--- src/rtl/vx_reset_sequencer_pkg.sv ---
// Shared helpers for the reset sequencer.
// - max3    : largest of three unsigned values, used to size the phase counter
// - log2up  : ceil(log2(n)), but never less than 1, used to size the stage index
package vx_reset_sequencer_pkg;

  function automatic int unsigned max3(input int unsigned a, input int unsigned b,
                                       input int unsigned c);
    int unsigned m;
    m = (a > b) ? a : b;
    return (m > c) ? m : c;
  endfunction

  function automatic int unsigned log2up(input int unsigned n);
    return (n > 1) ? $clog2(n) : 1;
  endfunction

endpackage

--- src/rtl/vx_reset_sequencer.sv ---
// Staggered multi-domain reset sequencer.
// After the input reset falls (or a req_i pulse), all domains are held in reset for
// HOLD_CYCLES, then released one at a time from index 0 upward, RELEASE_GAP cycles
// apart. The block then waits for every domain's done flag; it reports ready_o, or
// fault_o if TIMEOUT cycles pass first (TIMEOUT = 0 waits forever).
// Ports:
//   clk      - clock
//   reset    - synchronous active-high reset, takes priority over req_i
//   req_i    - single-cycle request to rerun the whole sequence
//   done_i   - per-domain init-complete flags, only honoured once the domain is released
//   reset_o  - per-domain active-high resets (registered)
//   ready_o  - all domains released and done (registered)
//   fault_o  - sticky done-wait timeout (registered)
module vx_reset_sequencer
  import vx_reset_sequencer_pkg::*;
#(
  parameter int unsigned N           = 4,
  parameter int unsigned HOLD_CYCLES = 16,
  parameter int unsigned RELEASE_GAP = 4,
  parameter int unsigned TIMEOUT     = 1024
) (
  input  logic         clk,
  input  logic         reset,
  input  logic         req_i,
  input  logic [N-1:0] done_i,
  output logic [N-1:0] reset_o,
  output logic         ready_o,
  output logic         fault_o
);

  localparam int unsigned CntW = $clog2(max3(HOLD_CYCLES, RELEASE_GAP, TIMEOUT) + 1);
  localparam int unsigned IdxW = log2up(N);

  localparam logic [CntW-1:0] CntOne      = CntW'(1);
  localparam logic [CntW-1:0] CntSat      = {CntW{1'b1}};
  localparam logic [CntW-1:0] HoldLast    = CntW'(HOLD_CYCLES - 1);
  localparam logic [CntW-1:0] GapLoad     = CntW'(RELEASE_GAP - 1);
  localparam logic [CntW-1:0] TimeoutLoad = CntW'(TIMEOUT);
  localparam logic [IdxW-1:0] IdxOne      = IdxW'(1);
  localparam logic [IdxW-1:0] IdxLast     = IdxW'(N - 1);

  typedef enum logic [2:0] {
    StAssert,
    StRelease,
    StWaitDone,
    StReady,
    StFault
  } state_e;

  state_e          state_q, state_d;
  logic [CntW-1:0] cnt_q, cnt_d;    // shared hold / gap / timeout counter
  logic [IdxW-1:0] idx_q, idx_d;    // next domain to release
  logic [N-1:0]    rst_q, rst_d;
  logic            ready_q, ready_d;
  logic            fault_q, fault_d;
  logic            all_done;

  // A domain still held in reset cannot vouch for itself.
  assign all_done = &(done_i & ~rst_q);

  always_comb begin
    state_d = state_q;
    cnt_d   = cnt_q;
    idx_d   = idx_q;
    rst_d   = rst_q;

    if (req_i) begin
      state_d = StAssert;
      cnt_d   = '0;
      idx_d   = '0;
      rst_d   = '1;
    end else begin
      unique case (state_q)
        // Hold counts up from zero so reset/req leave it cleared; gap and timeout
        // phases load the counter and count down to zero.
        StAssert: begin
          if (cnt_q == HoldLast) begin
            rst_d[0] = 1'b0;
            if (N == 1) begin
              state_d = StWaitDone;
              cnt_d   = TimeoutLoad;
            end else begin
              state_d = StRelease;
              cnt_d   = GapLoad;
              idx_d   = IdxOne;
            end
          end else if (cnt_q != CntSat) begin
            cnt_d = cnt_q + CntOne;
          end
        end
        StRelease: begin
          if (cnt_q == '0) begin
            rst_d[idx_q] = 1'b0;
            if (idx_q == IdxLast) begin
              state_d = StWaitDone;
              cnt_d   = TimeoutLoad;
            end else begin
              idx_d = idx_q + IdxOne;
              cnt_d = GapLoad;
            end
          end else begin
            cnt_d = cnt_q - CntOne;
          end
        end
        StWaitDone: begin
          // Done is checked first so it wins a tie with timeout expiry.
          if (all_done) begin
            state_d = StReady;
          end else if ((TIMEOUT != 0) && (cnt_q == '0)) begin
            state_d = StFault;
          end else if (cnt_q != '0) begin
            cnt_d = cnt_q - CntOne;
          end
        end
        StReady, StFault: begin
          // Terminal until reset or req_i.
        end
        default: state_d = StAssert;
      endcase
    end

    ready_d = (state_d == StReady);
    fault_d = (state_d == StFault);
  end

  always_ff @(posedge clk) begin
    if (reset) begin
      state_q <= StAssert;
      cnt_q   <= '0;
      idx_q   <= '0;
      rst_q   <= '1;
      ready_q <= 1'b0;
      fault_q <= 1'b0;
    end else begin
      state_q <= state_d;
      cnt_q   <= cnt_d;
      idx_q   <= idx_d;
      rst_q   <= rst_d;
      ready_q <= ready_d;
      fault_q <= fault_d;
    end
  end

  assign reset_o = rst_q;
  assign ready_o = ready_q;
  assign fault_o = fault_q;

endmodule

--- config.mk ---
export PLATFORM = sky130hd
export DESIGN_NAME = vx_reset_sequencer
export DESIGN_NICKNAME = d
export VERILOG_FILES = /design/src/rtl/vx_reset_sequencer_pkg.sv /design/src/rtl/vx_reset_sequencer.sv
export SDC_FILE = /design/constraint.sdc
export NUM_CORES = 1
export LEC_CHECK = 0
export ABC_AREA = 1
export BUFFER_PORTS_ARGS = -buffer_cell sky130_fd_sc_hd__buf_2
export CAP_MARGIN = 10
export CORE_UTILIZATION = 35
export CTS_CLUSTER_SIZE = 25
export DETAILED_ROUTE_END_ITERATION = 10
export SLEW_MARGIN = 10
export SYNTH_ARGS = -nofsm -noshare
export SYNTH_HDL_FRONTEND = slang
export SYNTH_SLANG_ARGS = --single-unit
--- constraint.sdc ---
create_clock -name clk -period 4.07 [get_ports clk]
set_clock_uncertainty 0.2 [all_clocks]
set_input_delay 0 -clock clk [delete_from_list [all_inputs] [get_ports clk]]
set_output_delay 0 -clock clk [all_outputs]
set_load 0.1 [all_outputs]
# --- Yosys cells after proc, flatten, opt, wreduce, memory -nomap -nowiden ---
# Cells that the tools add are included.
word_totals:
  out_inout_bits: 6
  ff_bits: 22
classes:
  add_sub_neg: 3
  n_eq_ne: 16
  n_mux: 24
  n_lt_le_gt_ge: 2
  bitwise_logic: 4
  n_reduce_logical: 13
ops:
  columns: ["op", "count"]
  rows:
  - ["11-bit 2-to-1 mux", 7]
  - ["11-bit case mux with 3 select lines", 1]
  - ["3-bit 2-to-1 mux", 6]
  - ["2-bit inequality test (second input constant)", 6]
  - ["3-bit case mux with 4 select lines", 1]
  - ["11-bit by 1-bit adder with 11-bit output (second input constant)", 1]
  - ["11-bit by 4-bit equality test with 1-bit output (second input constant)", 1]
  - ["11-bit logical NOT", 1]
  - ["11-bit inequality test (second input constant)", 1]
  - ["11-bit nonzero test", 1]
  - ["11-bit by 1-bit subtractor with 11-bit output (second input constant)", 1]
  - ["3-bit by 2-bit equality test with 1-bit output (second input constant)", 3]
  - ["4-bit bitwise AND", 2]
  - ["4-bit NOT", 2]
  - ["4-bit AND reduction", 2]
  - ["3-bit equality test (second input constant)", 2]
  - ["2-bit 2-to-1 mux", 3]
  - ["5-bit AND reduction", 1]
  - ["2-bit case mux with 2 select lines", 1]
  - ["2-bit OR reduction", 2]
  - ["3-bit by 1-bit equality test with 1-bit output (second input constant)", 1]
  - ["3-bit logical NOT", 1]
  - ["2-bit by 3-bit less-than comparator with 1-bit output (second input constant)", 1]
  - ["1-bit 2-to-1 mux", 3]
  - ["11 further kinds", 11]

# --- Longest topological paths before layout ---
depth:
  ltp_word: 8
  mapped_depth: 11
  ltp_nobuf: 11

# --- Worst setup path after synthesis ---
# No wires, ideal clock.
synth_path:
  kind: "reg2reg"
  startpoint: "register rst_q[1], in the netlist reset_o[1]"
  endpoint: "register cnt_q[0]"
  stages_incl_launch_ff: 9
  synth_period_minus_slack_ns: 2.041
  n_path_buf: 1
  slack_ns: 2.029
  arrival_ns: 1.729
  cell_sequence: "dfxtp_1 nor2_1 nand2_1 nor2_1 nand2_1 nand4_4 buf_12 nor2_2 nor2_2"
synth_via:
  elab_chain_cells: 5
synth_rtl:
  columns: ["element", "line", "source"]
  rows:
  - ["start, declared", "vx_reset_sequencer.sv:53", "logic [N-1:0] rst_q, rst_d;"]
  - ["start signal, assigned", "vx_reset_sequencer.sv:138", "rst_q <= rst_d;"]
  - ["4-bit NOT", "vx_reset_sequencer.sv:59", "assign all_done = &(done_i & ~rst_q);"]
  - ["4-bit bitwise AND", "vx_reset_sequencer.sv:59", null]
  - ["4-bit AND reduction", "vx_reset_sequencer.sv:59", null]
  - ["2-bit inequality test (no line)", null, null]
  - ["5-bit AND reduction (no line)", null, null]
  - ["end signal, assigned", "vx_reset_sequencer.sv:136", "cnt_q <= cnt_d;"]
  - ["end, declared", "vx_reset_sequencer.sv:51", "logic [CntW-1:0] cnt_q, cnt_d;"]
# Every way passes these cells.
# A chain may end at the register's enable or synchronous reset.

# --- Final worst setup path ---
layout_path:
  startpoint: "register cnt_q[0]"
  endpoint: "register state_q[0]"
layout_via:
  elab_chain_cells: 5
  word_cells_on_any_way: 8
  cone_classes: "1 x eq/ne; 6 x mux; 1 x reduce/logical"
layout_rtl:
  columns: ["element", "line", "source"]
  rows:
  - ["11-bit logical NOT", "vx_reset_sequencer.sv:92, vx_reset_sequencer.sv:109", null]
  - ["3-bit 2-to-1 mux", "vx_reset_sequencer.sv:109", "end else if ((TIMEOUT != 0) && (cnt_q == '0)) begin"]
  - ["3-bit 2-to-1 mux", "vx_reset_sequencer.sv:107", "if (all_done) begin"]
  - ["3-bit case mux with 4 select lines (*)", "vx_reset_sequencer.sv:73", "unique case (state_q)"]
  - ["3-bit 2-to-1 mux (*)", "vx_reset_sequencer.sv:67", "if (req_i) begin"]
  - ["end signal, assigned", "vx_reset_sequencer.sv:128", "state_q <= StAssert;"]
  - ["end signal, assigned", "vx_reset_sequencer.sv:135", "state_q <= state_d;"]
  - ["end, declared", "vx_reset_sequencer.sv:50", "state_e state_q, state_d;"]
# Mark *: on every way between the ends. The rest lies on a longest branch, timed or not.

==> results.md <==
- Outcome: completed
- Yosys warnings: 0
- Commonest non-fill, non-tap cell in the layout: nand2_1
- Port bufs: 12
- Gr ovfl total: 0
- Clock Path Buffers: 2
- F_max: 413 MHz
- Cell family with most CP delay: simple AND/OR/NAND/NOR gates
- DIE HEIGHT: 76.7 um
- Clock Latency Late Sink: 0.27 ns
- Total setup buffers inserted after CTS: 0
- Final Non-Filler Cells: 390
- Total wire length: 4150 um
- Layout area overhead: 8.65%
- Gpl congestion: 0.855
- Worst Tran Pin Value: 0.463 ns
- Core Region: 5240 um2
- CP Class: flop to flop
- CTS H-Tree Depth: 1
- Routed WL per cell: 10.6 um
- Synth area leaders: dfxtp_1, nand2_1, nor2_2, nand3_1, nor2_1
- Vias in the first global route: 1614
- First-iteration detailed-routing DRC count: 92
- Hold Buf Count CTS: 3
- Most used cells in the layout excluding fill and tap cells: nand2_1, nor2_1, nand3_1, inv_1, nor2_2
- Via-to-Cell Ratio: 4.51
- Setup_tns: 0 ns
- CP max FO: 8
- Register-to-register setup slack: 1.65 ns
- Detailed placer's ending HPWL: 3210 um
- Hold Startpoint: done_i[2]
- # IOs: 13
- Worst r2r src: cnt_q[0]
- Number of diodes: 0
- Max Slew Vio Count: 0
- Die extent in x: 76.7 um
- Worst vdd ir: 0.134 mV
- Peak per-stage delay on the critical path: 0.54 ns
- Crit path arrival time: 2.38 ns
- Cell taking the most area after synthesis: dfxtp_1
- First-pass GRT wire length: 7250 um
- Via Count: 1760
- Clock slew at reported path FFs: 0.09 ns
- Post-CTS Resized: 0
- Avg Inst Size Synth: 6.34 um2
- Layout Nets: 335
- CTS tree: done
- Setup WS pre-CTS: 2.05 ns
- Slew Limit Headroom: 68.9%
- Die ar.: 5880 um2
- Leak Pwr: 0.989 nW
- Sequential-to-total area share from yosys stat: 22.5%
- Crit end category: flop
- Hold Path Depth: 8
- Largest net degree at the start of global routing: 21
- DR DRC count: 0
- Slowest stage cell on the critical path: dlygate4sd3_1
- CP Buf/Inv Count: 2
- Worst Reg-to-Reg Cells: 12
- Top cell type's share of synthesized area: 22.5%
- Clk sinks: 22
- Post-Syn Area: 1950 um2
- Max-cap viol count: 0
- Min cycle time layout: 2.42 ns
- Reg2reg end: state_q[0]
- Synth Register Bits: 22
- Post-Synthesis Cells: 308
- Worst path required time: 4.03 ns
- Final WS setup: 1.65 ns
- Cell Chain, Critical Path: inv_1 -> ha_1 -> nand2_2 -> nor2_2 -> nand2_2 -> nand2_2 -> nand2_1 -> nor2_1 -> nand2_1 -> nand2_1 -> nor2_1 -> dlygate4sd3_1
- Yosys cell types: 27
- Post-synthesis net count: 322
- DRT Pass-1 Iters: 5
- Share of cells above drive strength 1: 22.2%
- Starting Density: 37.3%
- Initial antenna violation count: 0
- Num CTS Buffers: 3
- RSZ-0062 raised after global routing: false
- Antenna-violating nets left: 0
- Hold EP: fault_o
- Placed Cells: 383
- CTS root buffer: clkbuf_8
- Final setup viols: 0
- Startpoint Class: flop
- Cell area power density: 222 nW/um2
- Part of the cycle the worst path needs: 59.4%
- Pwr Total: 0.472 mW
- Worst hold-check path type: input port to flop
- Total GRT Usage: 15.2%
- Row count: 26
- Fin. Hold Viols: 0
metrics by stage:
| step | hold WS, ns | cell area, um2 | utilization (%) |
|---|---|---|---|
| after floorplan | -0.128 | 1950 | - |
| after CTS | 0.161 | 2120 | 40.5 |
| final | 0.162 | 2120 | 40.5 |
| after global placement | -0.00594 | 2020 | 38.6 |
| after global routing | 0.213 | 2120 | 40.5 |
| after detailed placement | -0.00464 | 2020 | 38.6 |
power by group:
| part | total, mW | switching [mW] | leakage, nW | internal [mW] |
|---|---|---|---|---|
| Clock | 0.212 | 0.0803 | 0.0357 | 0.131 |
| Sequential | 0.218 | 0.00193 | 0.178 | 0.216 |
| Combinational | 0.0423 | 0.0256 | 0.775 | 0.0167 |
| Total | 0.472 | 0.108 | 0.989 | 0.364 |
flip-flops by register name, summed over array words and instances, names as in the netlist:
name and flops:
idx_q 2, reset_o 4, fault_o 1, state_q 3, cnt_q 11, ready_o 1
layout make-up:
class / count / area [um2]
well taps: 70 / 87.6
inverters: 31 / 119
flip-flops and latches: 22 / 440
fillers: 560 / 3120
repair buffers: 16 / 97.6
multi-input cells: 247 / 1310
clock inverters: 1 / 30.0
clock buffers: 3 / 41.3
cells by family (layout without fill, tap and decap cells):
group | after synthesis | in the layout | synth area share [%]
AOI/OAI and AO/OA | 13 | 13 | 3.91
xor gates and xnor gates | 9 | 9 | 4.04
adders and majority gates | 7 | 7 | 4.48
buffers and inverters | 39 | 51 | 10.6
DFF | 22 | 22 | 22.5
and+or+nand+nor | 218 | 218 | 54.5
worst register-to-register path: stages, from the launching register on:
cell and delay, ns:
dfxtp_1 0.39, inv_1 0.21, ha_1 0.20, nand2_2 0.07, nor2_2 0.16, nand2_2 0.09
nand2_2 0.12, nand2_1 0.06, nor2_1 0.10, nand2_1 0.07, nand2_1 0.08, nor2_1 0.04
dlygate4sd3_1 0.54
worst max path at each step:
stage | start | end | cells after the start
floorplan | reset_o[1] | cnt_q[0] | 8
global placement | cnt_q[0] | cnt_q[1] | 8
detailed placement | cnt_q[0] | cnt_q[9] | 8
CTS | cnt_q[0] | state_q[0] | 12
global route | cnt_q[0] | state_q[0] | 12
finish | cnt_q[0] | state_q[0] | 12
routing by layer:
metal  track usage (%)  up-vias  part of all wire, %
li1                  -      969                    -
met1              20.6      770                   51
met2              25.4       19                   47
met3              1.43        2                  1.3
met4              4.62        0                 0.82
met5                 0        -                    0
cell usage after synthesis:
cell	number
nand2_1	109
o21ai_2	1
buf_12	1
o211ai_1	2
nor2_8	2
nand4_4	2
nand2_2	11
nand4_1	4
nor2_4	5
buf_6	5
xor2_1	9
a21oi_1	4
o21ai_0	5
nor3_1	1
or2_2	1
ha_1	7
inv_1	24
inv_2	6
nand2_4	1
nor2_1	33
dfxtp_1	22
clkbuf_1	1
nor2_2	24
nand3_1	25
inv_4	1
buf_4	1
a21boi_1	1
No activity file was read; power rests on OpenSTA's default activity.
